`src/rtl/serial_parallel_pkg.sv`:
```
// Shared BPSK datapath constants and the framer state type.
package serial_parallel_pkg;

  typedef enum logic {
    HUNT    = 1'b0,
    COLLECT = 1'b1
  } sp_state_e;

  localparam int         DEFAULT_WIDTH     = 16;
  localparam int         DEFAULT_SYNC_LEN  = 8;
  localparam logic [7:0] DEFAULT_SYNC_WORD = 8'hD5;

endpackage

```
`src/rtl/serial_parallel_sync_detector.sv`:
```
// Frame-sync hunter: shifts strobed bits in at the MSB and flags the edge whose
// incoming bit completes the sync pattern (first-received bit ends up in bit 0).
module sync_detector #(
  parameter int                  SYNC_LEN  = 8,
  parameter logic [SYNC_LEN-1:0] SYNC_WORD = 8'hD5
) (
  input  logic clk,
  input  logic reset,
  input  logic clear,
  input  logic strobe,
  input  logic bit_in,
  output logic match
);

  logic [SYNC_LEN-1:0] shift_q;
  logic [SYNC_LEN-1:0] shift_d;

  assign shift_d = {bit_in, shift_q[SYNC_LEN-1:1]};
  // Match is judged on the value being shifted in, so the FSM can lock on the same edge.
  assign match   = strobe && (shift_d == SYNC_WORD);

  always_ff @(posedge clk) begin
    if (reset || clear) begin
      shift_q <= '0;
    end else if (strobe) begin
      shift_q <= shift_d;
    end
  end

endmodule

```
`src/rtl/serial_parallel.sv`:
```
// Serial-to-parallel deframer: optional sync hunt, LSB-first word assembly and a
// one-deep output register with valid/ready handshake and overrun reporting.
module serial_parallel
  import serial_parallel_pkg::*;
#(
  parameter int                  WIDTH     = DEFAULT_WIDTH,
  parameter int                  SYNC_EN   = 1,
  parameter int                  SYNC_LEN  = DEFAULT_SYNC_LEN,
  parameter logic [SYNC_LEN-1:0] SYNC_WORD = SYNC_LEN'(DEFAULT_SYNC_WORD)
) (
  input  logic             clk,
  input  logic             reset,
  input  logic             serial_signal,
  input  logic             next,
  input  logic             data_ready,
  output logic [WIDTH-1:0] parallel_data,
  output logic             data_valid,
  output logic             sync_lock,
  output logic             overrun
);

  localparam int             CW          = $clog2(WIDTH);
  localparam logic [CW-1:0]  LAST_BIT    = CW'(WIDTH - 1);
  localparam sp_state_e      RESET_STATE = (SYNC_EN != 0) ? HUNT : COLLECT;
  localparam logic           RESET_LOCK  = (SYNC_EN == 0);

  sp_state_e        state;
  logic [CW-1:0]    bit_count;
  logic [WIDTH-2:0] word_q;
  logic             hunt_strobe;
  logic             sync_match;
  logic             word_done;

  assign hunt_strobe = next && (state == HUNT);
  assign word_done   = next && (state == COLLECT) && (bit_count == LAST_BIT);

  sync_detector #(
    .SYNC_LEN  (SYNC_LEN),
    .SYNC_WORD (SYNC_WORD)
  ) u_sync_detector (
    .clk    (clk),
    .reset  (reset),
    .clear  (state != HUNT),
    .strobe (hunt_strobe),
    .bit_in (serial_signal),
    .match  (sync_match)
  );

  always_ff @(posedge clk) begin
    if (reset) begin
      state         <= RESET_STATE;
      sync_lock     <= RESET_LOCK;
      bit_count     <= '0;
      word_q        <= '0;
      parallel_data <= '0;
      data_valid    <= 1'b0;
      overrun       <= 1'b0;
    end else begin
      overrun <= 1'b0;
      if (data_valid && data_ready) begin
        data_valid <= 1'b0;
      end

      case (state)
        HUNT: begin
          if (hunt_strobe && sync_match) begin
            state     <= COLLECT;
            sync_lock <= 1'b1;
            bit_count <= '0;
          end
        end
        COLLECT: begin
          if (word_done) begin
            // The final bit goes straight to the output; an unaccepted word is overwritten.
            parallel_data <= {serial_signal, word_q};
            data_valid    <= 1'b1;
            overrun       <= data_valid && !data_ready;
            bit_count     <= '0;
            if (SYNC_EN != 0) begin
              state     <= HUNT;
              sync_lock <= 1'b0;
            end
          end else if (next) begin
            word_q[bit_count] <= serial_signal;
            bit_count         <= bit_count + 1'b1;
          end
        end
        default: begin
          state     <= RESET_STATE;
          sync_lock <= RESET_LOCK;
        end
      endcase
    end
  end

endmodule
```
`config.mk`:
```
export PLATFORM = sky130hd
export DESIGN_NAME = serial_parallel
export DESIGN_NICKNAME = d
export VERILOG_FILES = /design/src/rtl/serial_parallel_pkg.sv /design/src/rtl/serial_parallel_sync_detector.sv /design/src/rtl/serial_parallel.sv
export SDC_FILE = /design/constraint.sdc
export NUM_CORES = 1
export LEC_CHECK = 0
export ABC_AREA = 1
export BUFFER_PORTS_ARGS = -buffer_cell sky130_fd_sc_hd__buf_2
export CAP_MARGIN = 20
export CORE_MARGIN = 2
export CORE_UTILIZATION = 45
export DETAILED_ROUTE_END_ITERATION = 8
export PLACE_DENSITY = 0.67
export RECOVER_POWER = 25
export SKIP_CTS_REPAIR_TIMING = 1
export SLEW_MARGIN = 5
export SYNTH_ARGS = -nofsm -noshare
export SYNTH_HDL_FRONTEND = slang
export SYNTH_SLANG_ARGS = --single-unit
export TNS_END_PERCENT = 30
```
`constraint.sdc`:
```
create_clock -name clk -period 1.5 [get_ports clk]
set_input_delay 0.225 -clock clk [delete_from_list [all_inputs] [get_ports clk]]
set_output_delay 0.225 -clock clk [all_outputs]
set_load 0.005 [all_outputs]
```
## Yosys cells after proc, flatten, opt, wreduce, memory -nomap -nowiden

Cells that the tools add are included.

- Equal/unequal tests: 5
- Bitwise gates (word level): 2
- Add/subtract/negate cells: 1
- Reductions and logical operators: 15
- Muxes and demuxes: 16
- $lt $le $gt $ge: 2

Operators with widths:

| operator | count |
|---|---|
| 15-bit bitwise mux | 1 |
| 4-bit 2-to-1 mux | 3 |
| 8-bit equality test (second input constant) | 1 |
| 1-bit logical AND | 8 |
| 1-bit 2-to-1 mux | 8 |
| 4-bit one-hot mux with 2 select lines | 1 |
| 2-bit AND reduction | 3 |
| 4-bit by 5-bit less-than comparator with 1-bit output (second input constant) | 1 |
| 4-bit by 1-bit adder with 4-bit output (second input constant) | 1 |
| 1-bit demux with 4-bit select | 1 |
| 4-bit equality test (second input constant) | 1 |
| 4-bit by 1-bit >= comparator with 1-bit output (second input constant) | 1 |
| 2-bit by 1-bit != test with 1-bit output (second input constant) | 2 |
| 1-bit one-hot mux with 2 select lines | 2 |
| 3-bit by 2-bit != test with 1-bit output (second input constant) | 1 |
| 3-bit AND reduction | 1 |
| 3-bit OR reduction | 1 |
| 1-bit inverter | 2 |
| 1-bit logical NOT | 1 |
| 1-bit logical OR | 1 |

- Output and inout port bits: 19
- Logic and storage cells: 49
- Bits of input ports: 5
- Bits in registers: 47

## Longest topological paths before layout

Gate-level depths: netlist (run 1).

- Depth after elaboration: 6
- Depth in mapped cells: 10
- Mapped depth without buffers: 9

## By module

A second synthesis (run 1) with hierarchy kept.

- Cells, all modules: 282
- Area total of the unflattened synthesis: 1996.9 µm²

By module, submodules not included:

| module | sequential area each (µm²) | area an instance (µm²) | cells an instance | instances |
|---|---|---|---|---|
| serial_parallel | 780.7 | 1675.4 | 241 | 1 |
| sync_detector | 140.1 | 321.6 | 41 | 1 |

## Worst setup path after synthesis (run 1)

Ideal clock, no wire load.

- Path type: register -> register
- Start point: register bit_count[0]
- End point: register parallel_data[10]
- Data arrival time: 1.255 ns
- Cell stages (with the launch flop): 8
- Buffers on the path: 1
- Path slack: 0.129 ns
- Cell sequence: dfxtp_1 ha_1 nand3_4 nor2_8 inv_2 buf_6 nor2_1 nor2_1

- Cells in the longest elaborated chain, start to end: 3

RTL lines:

| what | RTL line | text |
|---|---|---|
| start: declaration | serial_parallel.sv:28 | `logic [CW-1:0] bit_count;` |
| start signal: assignment | serial_parallel.sv:85 | `bit_count <= bit_count + 1'b1;` |
| 4-bit equality test | serial_parallel.sv:35 | `assign word_done = next && (state == COLLECT) && (bit_count == LAST_BIT);` |
| 1-bit logical AND | serial_parallel.sv:35 |  |
| 2-bit AND reduction (no source line) | n/a |  |
| end signal: assignment | serial_parallel.sv:75 | `parallel_data <= {serial_signal, word_q};` |
| end: declaration | serial_parallel.sv:16 | `output logic [WIDTH-1:0] parallel_data,` |

No other way between the ends.
A chain may end at the register's enable or synchronous reset.

## Worst setup path in the final report (run 1)

- Start point: register bit_count[0]
- End point: register parallel_data[13]

The elaborated chain is that of the path after synthesis.

==> summary.md, run 1 <==
| Metric | Value |
|---|---|
| Endpoints failing setup | 0 |
| # rows | 24 |
| RSZ-0062 raised after global routing | no |
| Status | completed |
| Post-Route WL | approximately 3800 um |
| CTS tree | done |
| Pin count of the biggest net entering global routing | 19 |
| Slew Viols, Final | 0 |
| Critical path start-end classification | reg -> reg |
| H-tree lvl count | 2 |
| Io pins | 24 |
| Yosys cell types | 28 |
| Synth top area cells | dfxtp_1, nor2_1, nand2_1 |
| Yosys warns | 0 |
| Worst endpoint required time | between 1.5 and 2 ns |
| Worst min path class | in -> reg |
| Dpl hpwl | between 2000 and 3000 um |
| CTS max path bufs | 2 |
| Initial antenna violation count | 0 |
| Avg WL per Cell | 11.2 um |
| Clk slew on worst S/H paths | ~0.090 ns |
| Fin crit share | between 90% and 100% |
| Startpoint of the worst hold path | data_ready |
| Width of the die | 70.2 um |
| FILL cells | roughly 440 |
| Startpoint Class | flip-flop |
| Initial DRC Count | 60 |
| Clk Tree Root Cell | clkbuf_8 |
| Final instance area | around 2300 sq um |
| Power per standard cell area | between 900 and 1000 nW/um^2 |
| Core ar. | 4290 sq um |
| # port buffers | 23 |
| Die area | between 4000 and 5000 sq um |
| Max Freq | 0.720 GHz |
| CTS Sinks | 46 |
| Top-area cell type share of the netlist area | a little under half |
| Crit path max fanout | 18 |
| R2R depth | 6 |
| Most common cell after layout, fill and taps aside | nor2_1 |
| Reg2reg end | parallel_data[13] |
| DR pass1 iterations | 4 |
| Reg2reg start | bit_count[0] |
| Seq/Total Area, Yosys | ~47% |
| Final Hold Fails | 0 |
| Vias per std cell | around 4.8 |
| Diodes inserted | 0 |
| Setup WS post-layout | 0.111 ns |
| Leading area contributor after synthesis | dfxtp_1 |
| GP Congestion | between 0.7 and 0.8 |
| Synthesized cell area | between 1500 and 2000 sq um |
| Reg2Reg Setup Slack | roughly 0.11 ns |
| Fraction of layout cells with a size suffix above 1 | about a fifth |
| Crit. End Element | flip-flop |
| VDD IR max | around 0.5 mV |
| Layout area overhead | 14.5% |
| Remaining DRCs | 0 |
| Via count | around 1,600 |
| Synth Instances | 256 |
| Num CTS Buffers | 5 |
| Total track usage | between 10% and 20% |
| Syn Nets | 265 |
| Tmin final | approximately 1.4 ns |
| GRT overflow | 0 |
| Post-route ant nets | 0 |
| Vias in the first global route | between 1,500 and 2,000 |
| Pre-CTS WS | just under 0.09 ns |
| Worst Skew | approximately 0.0067 ns |
| Worst slew pin tran | between 0.3 and 0.4 ns |
| Die Span Y | between 70 and 80 um |
| Max-Cap Viols | 0 |
| # nets final | roughly 300 |
| First-pass GRT wire length | 6790 um |
| Most frequent cells in the layout | nor2_1, nand2_1, dfxtp_1, buf_2, a21oi_1 |
| Starting Density | a little under half |
| Lkg Pwr | 0.997 nW |
| #FFs+latches synth | 46 |
| WHS Endpoint | overrun |
| Clk_lat worst skew | ~0.30 ns |
| Slew HR | between 70% and 80% |
| Synthesized area per cell | just under 8 sq um |
| Hold path depth | 3 |
| CP arrival | between 1.5 and 2 ns |
| Placed instance area | ~2200 sq um |
| Fin Setup TNS | 0 ns |
[report_power, final]
part | internal [mW] | switching [mW] | total [mW]
Sequential | 1.23 | 0.00357 | 1.23
Clock | 0.370 | 0.409 | 0.779
Combinational | 0.0235 | 0.0474 | 0.0709
Total | 1.62 | 0.460 | 2.08
[state kept, by name (all words and copies together) (netlist names)]
signal / cells
bit_count: 4
word_q: 15
overrun: 1
u_sync_detector.shift_q: 7
sync_lock: 1
parallel_data: 16
data_valid: 1
state: 1
[synth_stat cells]
cell type,n
ha_1,4
nand4_1,2
nor3_1,2
a21oi_1,20
dfxtp_1,46
inv_4,1
nor2_4,4
nor3b_1,1
buf_2,1
o21ai_0,18
o21ai_1,1
inv_1,14
nor2_8,1
nand2_4,3
nand2_2,2
buf_6,3
a31oi_1,1
nor2_1,55
nand3_1,14
buf_4,2
a211oi_1,3
nand2_1,47
nand3_2,1
clkbuf_1,3
inv_2,4
nand3b_1,1
nor2_2,1
nand3_4,1
[layout make-up]
| cell class | count | area [sq um] | share of cell area [%] |
|---|---|---|---|
| Inverter | 19 | 73.8 | 3.27 |
| Timing Repair Buffer | 33 | 188 | 8.32 |
| Sequential cell | 46 | 923 | 41.0 |
| Clock inverter | 2 | 12.5 | 0.555 |
| Clock buffer | 6 | 82.6 | 3.66 |
| Multi-Input combinational cell | 182 | 910 | 40.3 |
| Tap cell | 52 | 65.1 | 2.89 |
[worst max path at each step]
stage                            start           endpoint  slack (ns)  depth (start not counted)
final                     bit_count[0]  parallel_data[13]        0.11                          6
after global routing      bit_count[0]   parallel_data[5]       0.004                          6
after CTS                 bit_count[3]  parallel_data[13]        0.07                          5
after detailed placement  bit_count[3]  parallel_data[13]        0.09                          5
after global placement    bit_count[3]  parallel_data[14]        0.12                          5
after floorplan           bit_count[0]  parallel_data[10]        0.13                          7
[cell families after synthesis]
kind of cell | synth area share [%]
and+or+nand+nor | 32.3
buffers and inverters | 7.05
adders and majority gates | 2.54
AOI/OAI and AO/OA | 11.4
DFF | 46.8
[critical path: stages, from the launching register on]
cell	delay [ns]
dfxtp_1	0.34
ha_1	0.21
nand3_4	0.13
nor2_8	0.20
inv_2	0.18
nor2_1	0.15
nor2_1	0.07
[routing by layer]
layer  vias to the layer above  global-route usage [%]  share of wire (%)
li1                        885                       -                  -
met1                       724                    22.1                 50
met2                        25                    27.6                 45
met3                         6                    4.33                3.6
met4                         0                    6.20                1.5
met5                         -                       0                  0
[per-stage QoR]
step / power, mW / utilization, % / instances / hold WS (ns)
after global placement: 1.33 / 50.3 / 332 / 0.450
after CTS: 2.12 / 52.5 / 340 / 0.174
after global routing: 2.17 / 52.5 / 340 / 0.209
after detailed placement: 1.33 / 50.3 / 332 / 0.451
after floorplan: 1.31 / - / 256 / 0.294
final: 2.08 / 52.5 / 340 / 0.185
(Power assumes the default switching activity.)
==> run 2, diff against run 1 <==
Settings changed: BUFFER_PORTS_ARGS -buffer_cell sky130_fd_sc_hd__buf_2 to unset, CORE_MARGIN 2 to 1, DONT_BUFFER_PORTS set to 1, PLACE_DENSITY 0.67 to 0.57.
==> summary.md, run 2 (synthesized netlist as in run 1, its figures left out) <==
| Metric | Value |
|---|---|
| Status | completed |
| # nets final | 273 (-7.8%) |
| Endpoints failing setup | 0 (unchanged) |
| Max Freq | 0.762 GHz (+5.9%) |
| Most common cell after layout, fill and taps aside | nor2_1 |
| Total track usage | 18.7% (+1.6 points) |
| Crit. End Element | flip-flop |
| Post-route ant nets | 0 (unchanged) |
| GP Congestion | 0.804 (+1.4%) |
| Startpoint Class | flip-flop |
| Fin crit share | 87.5% (-5.1 points) |
| Via count | 1,565 (-4.6%) |
| Max-Cap Viols | 0 (unchanged) |
| FILL cells | 403 (-7.6%) |
| Initial antenna violation count | 0 (unchanged) |
| Worst min path class | in -> reg |
| Num CTS Buffers | 5 (unchanged) |
| CTS max path bufs | 2 (unchanged) |
| Final Hold Fails | 0 (unchanged) |
| Worst Skew | 0.00485 ns (-0.00185 ns) |
| Met3 WL | 139 um (+0.72%) |
| Top flop regs | parallel_data (16), word_q (15), u_sync_detector.shift_q (7) |
| Worst slew pin tran | 0.467 ns (+0.136 ns) |
| Fraction of layout cells with a size suffix above 1 | 13.2% (-7.3 points) |
| Die Span Y | 68.2 um (-2.9%) |
| WL met2 | 1830 um (+7.5%) |
| DR pass1 iterations | 4 (unchanged) |
| Remaining DRCs | 0 (unchanged) |
| Final instance area | 2150 sq um (-4.7%) |
| Layout area overhead | 9.15% |
| Io pins | 24 (unchanged) |
| H-tree lvl count | 2 (unchanged) |
| Clk slew on worst S/H paths | 0.08 ns (about the same) |
| Starting Density | 48.2% (+2.3 points) |
| Diodes inserted | 0 (unchanged) |
| CP arrival | 1.54 ns (-0.05 ns) |
| Reg2Reg Setup Slack | 0.19 ns (+0.08 ns) |
| Register with the highest flop count | parallel_data |
| # rows | 23 (-4.2%) |
| Most frequent cells in the layout | nor2_1, nand2_1, dfxtp_1, a21oi_1, o21ai_0 |
| Placed instance area | 2030 sq um (-5.8%) |
| RSZ-0062 raised after global routing | no |
| Avg WL per Cell | 12.3 um (+10%) |
| CTS tree | done |
| Slew HR | 68.7% (-9.2 points) |
| Fin util | 52.6% (+0.097 points) |
| Vias per std cell | 4.97 (+3.0%) |
| Worst endpoint required time | 1.73 ns (+0.03 ns) |
| # port buffers | 0 (-100%) |
| Clk Tree Root Cell | clkbuf_8 |
| Slew Viols, Final | 0 (unchanged) |
| Wl on met1 | 1850 um (-2.7%) |
| GRT overflow | 0 (unchanged) |
| Highest routed metal layer | met4 |
| Vias in the first global route | 1,428 (-8.2%) |
| Width of the die | 68.2 um (-2.9%) |
| Pin count of the biggest net entering global routing | 19 (unchanged) |
| Critical path start-end classification | reg -> reg |
| CTS Sinks | 46 (unchanged) |
| Die area | 4650 sq um (-5.6%) |
| Lkg Pwr | 0.890 nW (-11%) |
| Crit path max fanout | 11 (-7) |
| Initial DRC Count | 58 (-3.3%) |
| Power per standard cell area | 983 nW/um^2 (+6.5%) |
| Max FFs per register | 16 (unchanged) |
| Clk_lat worst skew | 0.29 ns (about the same) |
| VDD IR max | 0.603 mV (+20%) |
| Fin Setup TNS | 0 ns (unchanged) |
| Post-Route WL | 3880 um (+2.0%) |
| Pwr Total | 2.11 mW (+1.5%) |
| Tmin final | 1.31 ns (-0.0768 ns) |
| First-pass GRT wire length | 6320 um (-6.9%) |
| Core ar. | 4090 sq um (-4.8%) |
| Dpl hpwl | 2790 um (+4.3%) |
-- run 2: changes by cell type in the layout (fill, tap and decap cells not counted), moves of 2 or more --
| cell | change |
|---|---|
| buf_2 | -21 |
| clkbuf_1 | -2 |
| dfxtp_1 | +2 |
| dfxtp_2 | -2 |
-- run 2: layout make-up --
class | instances | area [sq um] | area share, %
Tap cell | 50 | 62.6 | 2.91
Clock inverter | 1 | 8.76 | 0.407
Inverter | 19 | 73.8 | 3.43
Timing Repair Buffer | 10 | 77.6 | 3.61
Clock buffer | 7 | 96.3 | 4.48
Multi-Input combinational cell | 182 | 910 | 42.3
Sequential cell | 46 | 921 | 42.8
-- run 2: critical path, stage by stage, from the launching register on --
cell and delay [ns]:
dfxtp_1 0.34, ha_1 0.21, nand3_4 0.13, nor2_8 0.17, buf_4 0.19, o21ai_0 0.09, a21oi_1 0.12
-- run 2: final timing paths --
check,start,endpoint,cells after the start
worst max-delay path,bit_count[1],parallel_data[15],6
worst min-delay path,next,u_sync_detector.shift_q[1],1
worst max register to register,bit_count[1],parallel_data[15],6
worst min register to register,word_q[4],word_q[4],2
-- run 2: metal layers --
metal  GRT usage, %  vias to the layer above
li1               -                      837
met1           23.1                      698
met2           30.1                       24
met3           4.33                        6
met4           9.38                        0
met5              0                        -
-- run 2: power breakdown --
group | switching, mW | internal (mW)
logic | 0.0356 | 0.0185
registers | 0.00325 | 1.23
clock network | 0.406 | 0.422
total | 0.445 | 1.67
-- run 2: through the flow --
step / hold slack, ns / setup slack [ns] / cells
2_1_floorplan: 0.294 / 0.129 / 256
3_3_place_gp: 0.297 / 0.177 / 306
3_5_place_dp: 0.299 / 0.178 / 306
4_1_cts: -0.0234 / 0.151 / 314
5_1_grt: 0.0120 / 0.0339 / 315
6_report: 0.0205 / 0.188 / 315
==> run 3, diff against run 2 <==
Settings changed: ABC_AREA 1 to unset.
==> summary.md, run 3 <==
| Metric | Value |
|---|---|
| Status | completed |
| Width of the die | 68.3 um (+0.15%) |
| Fraction of layout cells with a size suffix above 1 | 10.5% (-2.7 points) |
| H-tree lvl count | 2 (unchanged) |
| GRT overflow | 0 (unchanged) |
| Initial antenna violation count | 0 (unchanged) |
| Vias per std cell | 5.85 (+18%) |
| Pin count of the biggest net entering global routing | 43 (+24) |
| Post-synth EDFFs | 0 (unchanged) |
| Power per standard cell area | 1000 nW/um^2 (+2.1%) |
| Lkg Pwr | 0.746 nW (-16%) |
| Vias in the first global route | 1,475 (+3.3%) |
| Yosys warns | 0 (unchanged) |
| # nets final | 237 (-13%) |
| Pwr Total | 2.16 mW (+2.3%) |
| RSZ-0062 raised after global routing | no |
| Layout area overhead | 9.06% (about the same) |
| VDD IR max | 0.526 mV (-13%) |
| Most frequent cells in the layout | dfxtp_1, nand3_1, a21oi_1, o21ai_0, buf_4 |
| Top FF cell, synth | dfxtp_1 |
| Max-Cap Viols | 0 (unchanged) |
| Core ar. | 4120 sq um (+0.70%) |
| Worst min path class | in -> reg |
| Total track usage | 20.2% (+1.6 points) |
| Top flop regs | parallel_data (16), word_q (15), u_sync_detector.shift_q (7) |
| Critical path start-end classification | reg -> reg |
| Leading area contributor after synthesis | dfxtp_1 |
| Io pins | 24 (unchanged) |
| Post-route ant nets | 0 (unchanged) |
| Seq/Total Area, Yosys | 46.6% (-0.15 points) |
| #FFs+latches synth | 46 (unchanged) |
| Synthesized area per cell | 8.59 sq um (+12%) |
| Syn Nets | 239 (-9.8%) |
| Clk slew on worst S/H paths | 0.08 ns (about the same) |
| Slew Viols, Final | 0 (unchanged) |
| Worst Skew | 0.00868 ns (+0.00383 ns) |
| Tmin final | 1.34 ns (+0.0289 ns) |
| Crit. End Element | flip-flop |
| Endpoints failing setup | 0 (unchanged) |
| Clk_lat worst skew | 0.30 ns (about the same) |
| Fin crit share | 89.4% (+1.9 points) |
| # port buffers | 0 (unchanged) |
| Startpoint Class | flip-flop |
| Synth Instances | 230 (-10%) |
| Top-area cell type share of the netlist area | 46.6% (-0.15 points) |
| CTS max path bufs | 2 (unchanged) |
| Initial DRC Count | 65 (+12%) |
| Remaining DRCs | 0 (unchanged) |
| Yosys cell types | 34 (+21%) |
| Via count | 1,633 (+4.3%) |
| Worst endpoint required time | 1.69 ns (-0.04 ns) |
| # rows | 23 (unchanged) |
| Register with the highest flop count | parallel_data |
| Fin Setup TNS | 0 ns (unchanged) |
| Most common cell after layout, fill and taps aside | dfxtp_1 |
| Final Hold Fails | 0 (unchanged) |
| Synth top area cells | dfxtp_1, nand3_1, a21oi_1 |
| Starting Density | 48.0% (-0.19 points) |
| Die Span Y | 68.3 um (+0.15%) |
| DR pass1 iterations | 4 (unchanged) |
| Die area | 4660 sq um (+0.31%) |
| GP Congestion | 0.805 (+0.11%) |
| Slew HR | 77.7% (+8.9 points) |
| Num CTS Buffers | 5 (unchanged) |
| Top-count cell post-synth | dfxtp_1 |
| Avg WL per Cell | 15.2 um (+24%) |
| Diodes inserted | 0 (unchanged) |
| Crit path max fanout | 7 (-4) |
| Clk Tree Root Cell | clkbuf_8 |
| Synthesized cell area | 1980 sq um (+0.32%) |
| Max Freq | 0.746 GHz (-2.2%) |
| CP arrival | 1.53 ns (about the same) |
| Dpl hpwl | 2890 um (+3.5%) |
| Synth async-reset ratio | 0% (unchanged) |
| Worst slew pin tran | 0.335 ns (-0.133 ns) |
| Post-Route WL | 4250 um (+9.5%) |
| Synth top cells by count | dfxtp_1, nand3_1, a21oi_1 |
| CTS tree | done |
| CTS Sinks | 46 (unchanged) |
| First-pass GRT wire length | 6860 um (+8.5%) |
| Max FFs per register | 16 (unchanged) |
==> run 3: cell families after synthesis <==
family | Yosys count | synth area share (%)
buffers and inverters | 23 | 5.19
AND/OR/NAND/NOR | 70 | 20.3
adder cells (fa/ha/maj) | 4 | 2.53
AO/OA/AOI/OAI | 80 | 21.8
multiplexers | 7 | 3.55
flip-flops | 46 | 46.6
==> run 3: worst paths after layout <==
kind,end,slack [ns],depth (start not counted),start
max,bit_count[3],0.16,4,bit_count[0]
min,bit_count[1],0.04,1,next
max reg2reg,bit_count[3],0.16,4,bit_count[0]
min reg2reg,parallel_data[5],0.47,2,word_q[5]
==> run 3: area by class of cell <==
cell class	count	area, sq um
Multi-Input combinational cell	161	952
Tap cell	50	62.6
Clock inverter	2	37.5
Fill cell	393	1960
Inverter	3	11.3
Timing Repair Buffer	11	95.1
Clock buffer	6	72.6
Sequential cell	46	923
==> run 3: report_power, final <==
group | switching [mW] | internal (mW)
clock network | 0.402 | 0.497
logic | 0.0201 | 0.0157
registers | 0.00337 | 1.22
==> run 3: per-layer routing <==
metal / global-route usage, % / vias up / part of all wire (%)
li1: - / 818 / -
met5: 0 / - / 0
met2: 34.8 / 48 / 50
met3: 5.67 / 7 / 5.6
met4: 8.33 / 0 / 1.8
met1: 23.3 / 760 / 43
==> run 3: stage by stage <==
step	setup slack (ns)	util (%)	std cells	hold slack (ns)	instance area (sq um)
after CTS	0.126	51.8	278	-0.0238	2130
after global routing	0.0372	52.4	279	0.0227	2150
after global placement	0.195	49.1	270	0.296	2020
after floorplan	0.135	-	230	0.341	1980
final	0.159	52.4	279	0.0427	2150
after detailed placement	0.135	49.1	270	0.293	2020
==> run 3: critical path, stage by stage (launching register included) <==
cell,delay (ns)
dfxtp_1,0.32
ha_1,0.26
a21o_1,0.17
a2111o_1,0.39
o311ai_1,0.09
